<file path="src/rtl/garage_pkg.sv">
// Shared types and default door geometry for the garage door plant and the controller bench.
package garage_pkg;

  typedef enum logic [1:0] {
    IDLE    = 2'd0,
    RISING  = 2'd1,
    FALLING = 2'd2,
    FAULT   = 2'd3
  } door_state_e;

  localparam int unsigned DEF_TRAVEL   = 16;
  localparam int unsigned DEF_STEP_DIV = 4;

endpackage

</file>
<file path="src/rtl/garage_door_plant_step_divider.sv">
// Motor step divider: one-cycle tick every STEP_DIV enabled cycles, restartable by clear.
module step_divider #(
  parameter int unsigned STEP_DIV = 4
) (
  input  logic clk,
  input  logic reset_n,
  input  logic clear,
  input  logic enable,
  output logic tick_c
);

  localparam int unsigned CW = (STEP_DIV > 1) ? $clog2(STEP_DIV) : 1;

  logic [CW-1:0] cnt;
  logic          at_last;

  assign at_last = (cnt == CW'(STEP_DIV - 1));
  assign tick_c  = enable && !clear && at_last;

  always_ff @(posedge clk) begin
    if (!reset_n) begin
      cnt <= '0;
    end else if (clear || !enable) begin
      cnt <= '0;
    end else if (at_last) begin
      cnt <= '0;
    end else begin
      cnt <= cnt + CW'(1);
    end
  end

endmodule

</file>
<file path="src/rtl/garage_door_plant.sv">
// Behavioural garage door: motor commands in, limit switches and saturating position out.
module garage_door_plant
  import garage_pkg::*;
#(
  parameter int unsigned TRAVEL   = DEF_TRAVEL,
  parameter int unsigned STEP_DIV = DEF_STEP_DIV,
  parameter int unsigned PW       = $clog2(TRAVEL + 1)
) (
  input  logic          clk,
  input  logic          reset_n,
  input  logic          UP_M,
  input  logic          DN_M,
  input  logic          fault_clr,
  output logic          Up_Max,
  output logic          Dn_Max,
  output logic [PW-1:0] position,
  output logic          moving,
  output logic          fault
);

  door_state_e   state;
  door_state_e   nxt_state;
  logic [PW-1:0] nxt_pos;
  logic          div_en;
  logic          step_tick;

  // Command decode; both commands high wins over every other transition.
  always_comb begin
    nxt_state = state;
    case (state)
      IDLE: begin
        if (UP_M && DN_M)      nxt_state = FAULT;
        else if (UP_M)         nxt_state = RISING;
        else if (DN_M)         nxt_state = FALLING;
      end
      RISING: begin
        if (UP_M && DN_M)      nxt_state = FAULT;
        else if (DN_M)         nxt_state = FALLING;
        else if (!UP_M)        nxt_state = IDLE;
      end
      FALLING: begin
        if (UP_M && DN_M)      nxt_state = FAULT;
        else if (UP_M)         nxt_state = RISING;
        else if (!DN_M)        nxt_state = IDLE;
      end
      FAULT: begin
        if (fault_clr && !UP_M && !DN_M) nxt_state = IDLE;
      end
      default:                 nxt_state = IDLE;
    endcase
  end

  // Divider only runs while the motor keeps the same direction across the edge.
  assign div_en = ((state == RISING) || (state == FALLING)) && (nxt_state == state);

  step_divider #(
    .STEP_DIV (STEP_DIV)
  ) u_step_divider (
    .clk     (clk),
    .reset_n (reset_n),
    .clear   (!div_en),
    .enable  (div_en),
    .tick_c  (step_tick)
  );

  // Saturating travel: steps past either end are swallowed.
  always_comb begin
    nxt_pos = position;
    if (step_tick) begin
      if ((state == RISING) && (position < PW'(TRAVEL))) begin
        nxt_pos = position + PW'(1);
      end else if ((state == FALLING) && (position != '0)) begin
        nxt_pos = position - PW'(1);
      end
    end
  end

  // Flags derive from next values so they always agree with the registered position.
  always_ff @(posedge clk) begin
    if (!reset_n) begin
      state    <= IDLE;
      position <= '0;
      Up_Max   <= 1'b0;
      Dn_Max   <= 1'b1;
      moving   <= 1'b0;
      fault    <= 1'b0;
    end else begin
      state    <= nxt_state;
      position <= nxt_pos;
      Up_Max   <= (nxt_pos == PW'(TRAVEL));
      Dn_Max   <= (nxt_pos == '0);
      moving   <= (nxt_state == RISING) || (nxt_state == FALLING);
      fault    <= (nxt_state == FAULT);
    end
  end

endmodule
</file>
<file path="config.mk">
export PLATFORM = sky130hd
export DESIGN_NAME = garage_door_plant
export DESIGN_NICKNAME = d
export VERILOG_FILES = /design/src/rtl/garage_pkg.sv /design/src/rtl/garage_door_plant_step_divider.sv /design/src/rtl/garage_door_plant.sv
export SDC_FILE = /design/constraint.sdc
export NUM_CORES = 1
export LEC_CHECK = 0
export CAP_MARGIN = 40
export CORE_MARGIN = 1
export CORE_UTILIZATION = 54
export DETAILED_ROUTE_END_ITERATION = 8
export DONT_BUFFER_PORTS = 1
export PLACE_DENSITY_LB_ADDON = 0.1
export SLEW_MARGIN = 10
export SYNTH_ARGS = -nofsm -noshare
export SYNTH_HDL_FRONTEND = slang
export SYNTH_SLANG_ARGS = --single-unit
</file>
<file path="constraint.sdc">
create_clock -name clk -period 2.4 [get_ports clk]
set_input_delay 0.24 -clock clk [delete_from_list [all_inputs] [get_ports clk]]
set_output_delay 0.24 -clock clk [all_outputs]
set_load 0.02 [all_outputs]
</file>
# [After elaboration in Yosys (flattened, before gate mapping)]
# Index checks and enable logic that the tools add are counted.
[word_totals] register_bits=13 inputBits=5 out_inout_bits=9 elab_cells=51
[classes] n_addsub=3 order_cmp=1 eq_ne=9 mux=14 bitwise=2 reduce_logical=15
[ops] cell="2-to-1 mux 2 bit" count=10
[ops] cell="2-to-1 mux 5 bit" count=3
[ops] cell="equality test 2 bit, second input constant" count=5
[ops] cell="case mux 2 bit (4 select lines)" count=1
[ops] cell="logical AND 1 bit" count=7
[ops] cell="adder 5 x 1 -> 5 bit, second input constant" count=1
[ops] cell="equality test 5 bit, second input constant" count=1
[ops] cell="logical NOT 5 bit" count=1
[ops] cell="< comparator 5 bit, second input constant" count=1
[ops] cell="nonzero test 5 bit" count=1
[ops] cell="subtractor 5 x 1 -> 5 bit, second input constant" count=1
[ops] cell="equality test 2 x 1 -> 1 bit, second input constant" count=2
[ops] cell="OR reduction 3 bit" count=1
[ops] cell="adder 2 x 1 -> 2 bit, second input constant" count=1
[ops] cell="equality test 2 bit" count=1
[ops] cell="logical NOT 1 bit" count=2
[ops] cell="logical NOT 2 bit" count=1
[ops] cell="logical OR 1 bit" count=2
[ops] cell="NOT 1 bit" count=2

# [Depth between registers and ports, before layout]
[logic_depth] ltp_word=10 ltp_mapped=9 mapped_depth_nobuf=9

# [Modules after synthesis]
# A second synthesis with hierarchy kept.
[unflattened] cells_unflattened=94 hier_area_um2=850.8
[by_module_without_submodules] module="garage_door_plant" instances=1 cells_each=86 area_each_um2=765.7 seq_area_each_um2=220.2
[by_module_without_submodules] module="step_divider" instances=1 cells_each=8 area_each_um2=85.1 seq_area_each_um2=40.0

# [Worst setup path after synthesis]
# OpenSTA, ideal clock, no wires.
[synth_path] path_type="register to register" startpoint="reg state[0]" endpoint="reg Dn_Max" setup_ns=0.131 t_arrival_ns=2.275 required_time_ns=2.269 path_slack_ns=-0.006 path_stages_with_launch=10 path_buffers=0 cell_sequence="dfxtp_1 inv_1 ha_1 a22o_1 a221o_1 mux2i_4 nand4_4 or3_1 nand4_1 o41ai_2"
[synth_via] elab_chain_len=9 word_cells_on_any_way=25 classes_between="eq/ne (4); mux (14); reduce/logical (7)"
[synth_lines] item="start: declaration" line="garage_door_plant.sv:21" rtl="door_state_e state;"
[synth_lines] item="start signal: assignment" line="garage_door_plant.sv:88" rtl="state <= nxt_state;"
[synth_lines] item="2-to-1 mux 2 bit (on tied branches)" line="garage_door_plant.sv:44, garage_door_plant.sv:34, garage_door_plant.sv:39"
[synth_lines] item="2-to-1 mux 2 bit (on tied branches)" line="garage_door_plant.sv:43, garage_door_plant.sv:33, garage_door_plant.sv:38"
[synth_lines] item="2-to-1 mux 2 bit (on tied branches)" line="garage_door_plant.sv:42, garage_door_plant.sv:32, garage_door_plant.sv:37"
[synth_lines] item="case mux 2 bit (4 select lines)" line="garage_door_plant.sv:30" rtl="case (state)"
[synth_lines] item="equality test 2 bit" line="garage_door_plant.sv:54" rtl="assign div_en = ((state == RISING) || (state == FALLING)) && (nxt_state == state);"
[synth_lines] item="logical AND 1 bit" line="garage_door_plant.sv:54"
[synth_lines] item="logical AND 1 bit" line="garage_door_plant_step_divider.sv:18" rtl="assign tick_c = enable && !clear && at_last;"
[synth_lines] item="2-to-1 mux 5 bit (*)" line="garage_door_plant.sv:69" rtl="if (step_tick) begin"
[synth_lines] item="logical NOT 5 bit (*)" line="garage_door_plant.sv:91" rtl="Dn_Max <= (nxt_pos == '0);"
[synth_lines] item="end signal: assignment" line="garage_door_plant.sv:91"
[synth_lines] item="end: declaration" line="garage_door_plant.sv:15" rtl="output logic Dn_Max,"
# Every way passes the cells marked *; elsewhere a longest branch is shown, timed or not.
# A chain may end at the register's enable or synchronous reset.

# [Final worst setup path]
# Same ends and word-level chain as after synthesis.

==> load_flow_metrics.sql <==
INSERT INTO impl_metrics (metric_group, metric, value, unit) VALUES
('yosys', 'syn_nets', '112', ''),
('min_path', 'min-delay-start', 'reset_n', ''),
('worst_setup_path', 'timing.critical_path.from_type', 'flop', ''),
('worst_setup_path', 'cp_max_fo', '4', ''),
('final_layout', 'post_route_insts_no_fill', '128', ''),
('place', 'routabilityCongestion', '0.8425', ''),
('sta', 'layout_min_cycle_time', '2371', 'ps'),
('final_layout', 'layout.filler_cells', '115', ''),
('clocking', 'clkSlewWorstSetupHoldPaths', '80', 'ps'),
('power', 'p_total', '1.076', 'mW'),
('final_layout', 'area.growth.synth_to_final', '23.24', '%'),
('yosys', 'yosysWarningCount', '0', ''),
('power', 'power_density', '964.9', 'nW/um^2'),
('global_routing', 'grt_pass1_vias', '721', ''),
('die', 'initial_utilization', '58.69', '%'),
('route', 'routedWlPerCell', '16.26', 'um'),
('power', 'max_vdd_drop', '820.3', 'uV'),
('final_layout', 'layout-drive-gt1-share', '34.82', '%'),
('die', 'core_area', '1541', 'sq um'),
('yosys', 'synth_ff_type', 'sky130_fd_sc_hd__dfxtp_1', ''),
('place', 'place_inst', '122', ''),
('power', 'power.sequential.fraction', '28.9', '%'),
('die', 'fp.dieArea', '1843', 'sq um'),
('die', 'core.rowCount', '14', ''),
('place', 'place_area', '978.4', 'sq um'),
('clocking', 'tritoncts.num_buffers', '3', ''),
('power', 'power.static_leakage', '0.4497', 'nW'),
('route', 'drt-initial-drc-count', '24', ''),
('clocking', 'tritoncts', 'built', ''),
('power', 'comb_power_share', '59.2', '%'),
('run_status', 'run_status', 'complete, no violations', ''),
('sta', 'clock.fmax', '0.4218', 'GHz'),
('yosys', 'seq_total_area_yosys', '28.77', '%'),
('sta', 'worst_slew_margin_rel', '69.67', '%'),
('final_layout', 'multiInputGateArea', '696.9', 'sq um'),
('final_layout', 'finalNetCount', '126', ''),
('route', 'finalWirelength', '2081', 'um'),
('clocking', 'clk_path_buf_depth', '2', ''),
('route', 'first_drt_pass_iteration_count', '4', ''),
('yosys', 'syn-mean-instance-area', '9.138', 'sq um'),
('global_routing', 'grt_antenna_before_repair', '0', ''),
('final_layout', 'layout.cell_area.non_filler', '1115', 'sq um'),
('sta', 'report.final.hold_viol_count', '0', ''),
('clocking', 'clk_latency', '260', 'ps'),
('run', 'cap_violations', '0', ''),
('sta', 'slew_viol_final', '0', ''),
('worst_setup_path', 'worst_setup_path_end_kind', 'flop', ''),
('min_path', 'min-delay-path-class', 'input pin to flop', ''),
('power', 'switchingPower', '0.4479', 'mW'),
('place', 'detailedPlacementHpwl', '1454', 'um'),
('clocking', 'clkSinkCount', '13', ''),
('worst_setup_path', 'timing.critical_path.required', '2570', 'ps'),
('route', 'drc', '0', ''),
('power', 'internal_portion_of_total_power', '0.6278', 'mW'),
('sta', 'actual_transition_at_the_worst_max_transition_pin', '452.3', 'ps'),
('worst_setup_path', 'regToRegStartpoint', 'state[0]', ''),
('global_routing', 'grt_overflow', '0', ''),
('global_routing', 'grt_start_max_net_pins', '13', ''),
('clocking', 'cts.htree.levels', '1', ''),
('route', 'num_vias', '784', ''),
('die', 'die_h', '42.93', 'um'),
('sta', 'final.setup_skew', '2.866', 'ps'),
('yosys', 'synthArstFlopShare', '0', '%'),
('place', 'count_of_port_buffers_added_during_placement', '0', ''),
('yosys', 'synth.ff_latch_count', '13', ''),
('worst_setup_path', 'setup.worst_path.start', 'state[0]', ''),
('final_layout', 'register_area', '267.8', 'sq um'),
('worst_setup_path', 'cp.arrival', '2540', 'ps'),
('sta', 'fin_setup_tns', '0', 'ps'),
('die', 'ios', '14', ''),
('yosys', 'summed_instance_area_of_the_synthesized_netlist', '904.6', 'sq um'),
('sta', 'final.period_utilization', '98.77', '%'),
('final_layout', 'num_antenna_cells', '0', ''),
('sta', 'setup_viol', '0', ''),
('die', 'chipWidth', '42.93', 'um'),
('worst_setup_path', 'critPathKind', 'flop to flop', ''),
('yosys', 'netlist_instances', '99', ''),
('sta', 'rsz0062_at_grt', 'true', ''),
('sta', 'worst_hold_slack', '28.39', 'ps'),
('route', 'routed_via_density', '6.125', ''),
('power', 'clock_power_share', '11.9', '%'),
('clocking', 'clock-root-buffer', 'sky130_fd_sc_hd__clkbuf_4', ''),
('global_routing', 'grt_use_total', '22.58', '%'),
('yosys', 'synth.distinct_cells', '44', ''),
('power', 'switching_share', '41.64', '%'),
('route', 'route.antenna.remaining_nets', '0', ''),
('global_routing', 'first_pass_grt_wire_length', '3215', 'um'),
('yosys', 'synth-edff-count', '0', '');
-- critical path, stage by stage, from the launching register on --
cell and delay, ps:
sky130_fd_sc_hd__dfxtp_4 390, sky130_fd_sc_hd__inv_4 50, sky130_fd_sc_hd__ha_4 150, sky130_fd_sc_hd__a22o_1 210
sky130_fd_sc_hd__a221o_1 390, sky130_fd_sc_hd__mux2i_4 260, sky130_fd_sc_hd__nand4_4 160, sky130_fd_sc_hd__mux2i_2 240
sky130_fd_sc_hd__nand3_2 120, sky130_fd_sc_hd__o41ai_2 320
-- layer usage --
layer,GRT usage (%),vias up,share of wire (%)
li1,-,401,-
met4,12.73,0,0.96
met3,2.553,2,4.3
met1,34.66,362,49
met2,30.00,19,46
met5,0,-,0
-- cells in the final DEF, fill, tap and decap left out, drive strengths merged, types with 2 or more instances in the layout --
master and count:
a21oi 4, and3 3, o21ai 8, buf 10, and2 5, nor3 2, mux2i 2, o21a 4
nand3 4, clkbuf 4, or3 4, a21boi 3, ha 8, nand2b 2, nand4 4, nor2b 3
dfxtp 13, inv 7, nor2 3
-- area by class of cell --
cell class                      count  area share [%]
Multi-Input combinational cell     78           62.51
Sequential cell                    13           24.02
Timing Repair Buffer               10           6.734
Inverter                            7           2.581
Clock buffer                        4           2.357
Tap cell                           16           1.796
-- state kept, by name (all words and copies together), names as in the netlist --
register	cells
position	5
state	2
Up_Max	1
moving	1
fault	1
Dn_Max	1
u_step_divider.cnt	2
-- cell usage after synthesis, types with 2 or more instances --
cell type	n	area share (%)
sky130_fd_sc_hd__o21ai_0	5	2.8
sky130_fd_sc_hd__inv_1	7	2.9
sky130_fd_sc_hd__nor3_1	2	1.1
sky130_fd_sc_hd__and2_1	4	2.8
sky130_fd_sc_hd__a21oi_1	4	2.2
sky130_fd_sc_hd__nor2_1	3	1.2
sky130_fd_sc_hd__o21a_1	4	3.3
sky130_fd_sc_hd__and3_1	2	1.4
sky130_fd_sc_hd__nor2b_1	3	2.1
sky130_fd_sc_hd__nand3_1	4	2.2
sky130_fd_sc_hd__nand2b_1	2	1.4
sky130_fd_sc_hd__dfxtp_1	13	29
sky130_fd_sc_hd__o21ai_1	2	1.1
sky130_fd_sc_hd__ha_1	8	11
sky130_fd_sc_hd__or3_1	4	2.8
sky130_fd_sc_hd__a21boi_0	3	2.5
sky130_fd_sc_hd__nand4_1	2	1.4
-- path summary, 6_finish.rpt --
check / endpoint / slack, ps / cells after the start
worst max-delay path: Dn_Max / 30 / 9
worst min-delay path: Dn_Max / 30 / 1
worst max register to register: Dn_Max / 30 / 9
worst min register to register: u_step_divider.cnt[0] / 440 / 1
-- power groups by stage --
stage | clock network, mW | registers [mW] | logic, mW
floorplan | 0 | 0.295 | 0.416
global route | 0.140 | 0.315 | 0.687
global placement | 0 | 0.294 | 0.540
finish | 0.128 | 0.311 | 0.637
CTS | 0.134 | 0.292 | 0.551
detailed placement | 0 | 0.295 | 0.550
-- stage by stage --
stage,setup slack (ps),utilization [%]
final,29.43,72.32
after floorplan,64.85,-
after detailed placement,-32.31,63.47
after CTS,5.934,65.50
after global placement,6.118,63.47
after global routing,-65.75,72.32
-- logic make-up after synthesis --
| logic type | share of synthesized area, % |
|---|---|
| muxes | 3.596 |
| and+or+nand+nor | 26.42 |
| AOI/OAI and AO/OA | 25.59 |
| adders and majority gates | 11.07 |
| DFF | 28.77 |
| buffers and inverters | 4.564 |
-- repair_timing --
| action | CTS | global route |
|---|---|---|
| gates cloned | 0 | 1 |
| endpoints found under the setup margin | 2 | 5 |
| hold buffers | 0 | 0 |
| pin swaps | 2 | 12 |
| setup buffers | 0 | 1 |
| gates resized for setup | 2 | 19 |
Note: power is estimated with default switching activity, not from simulation.
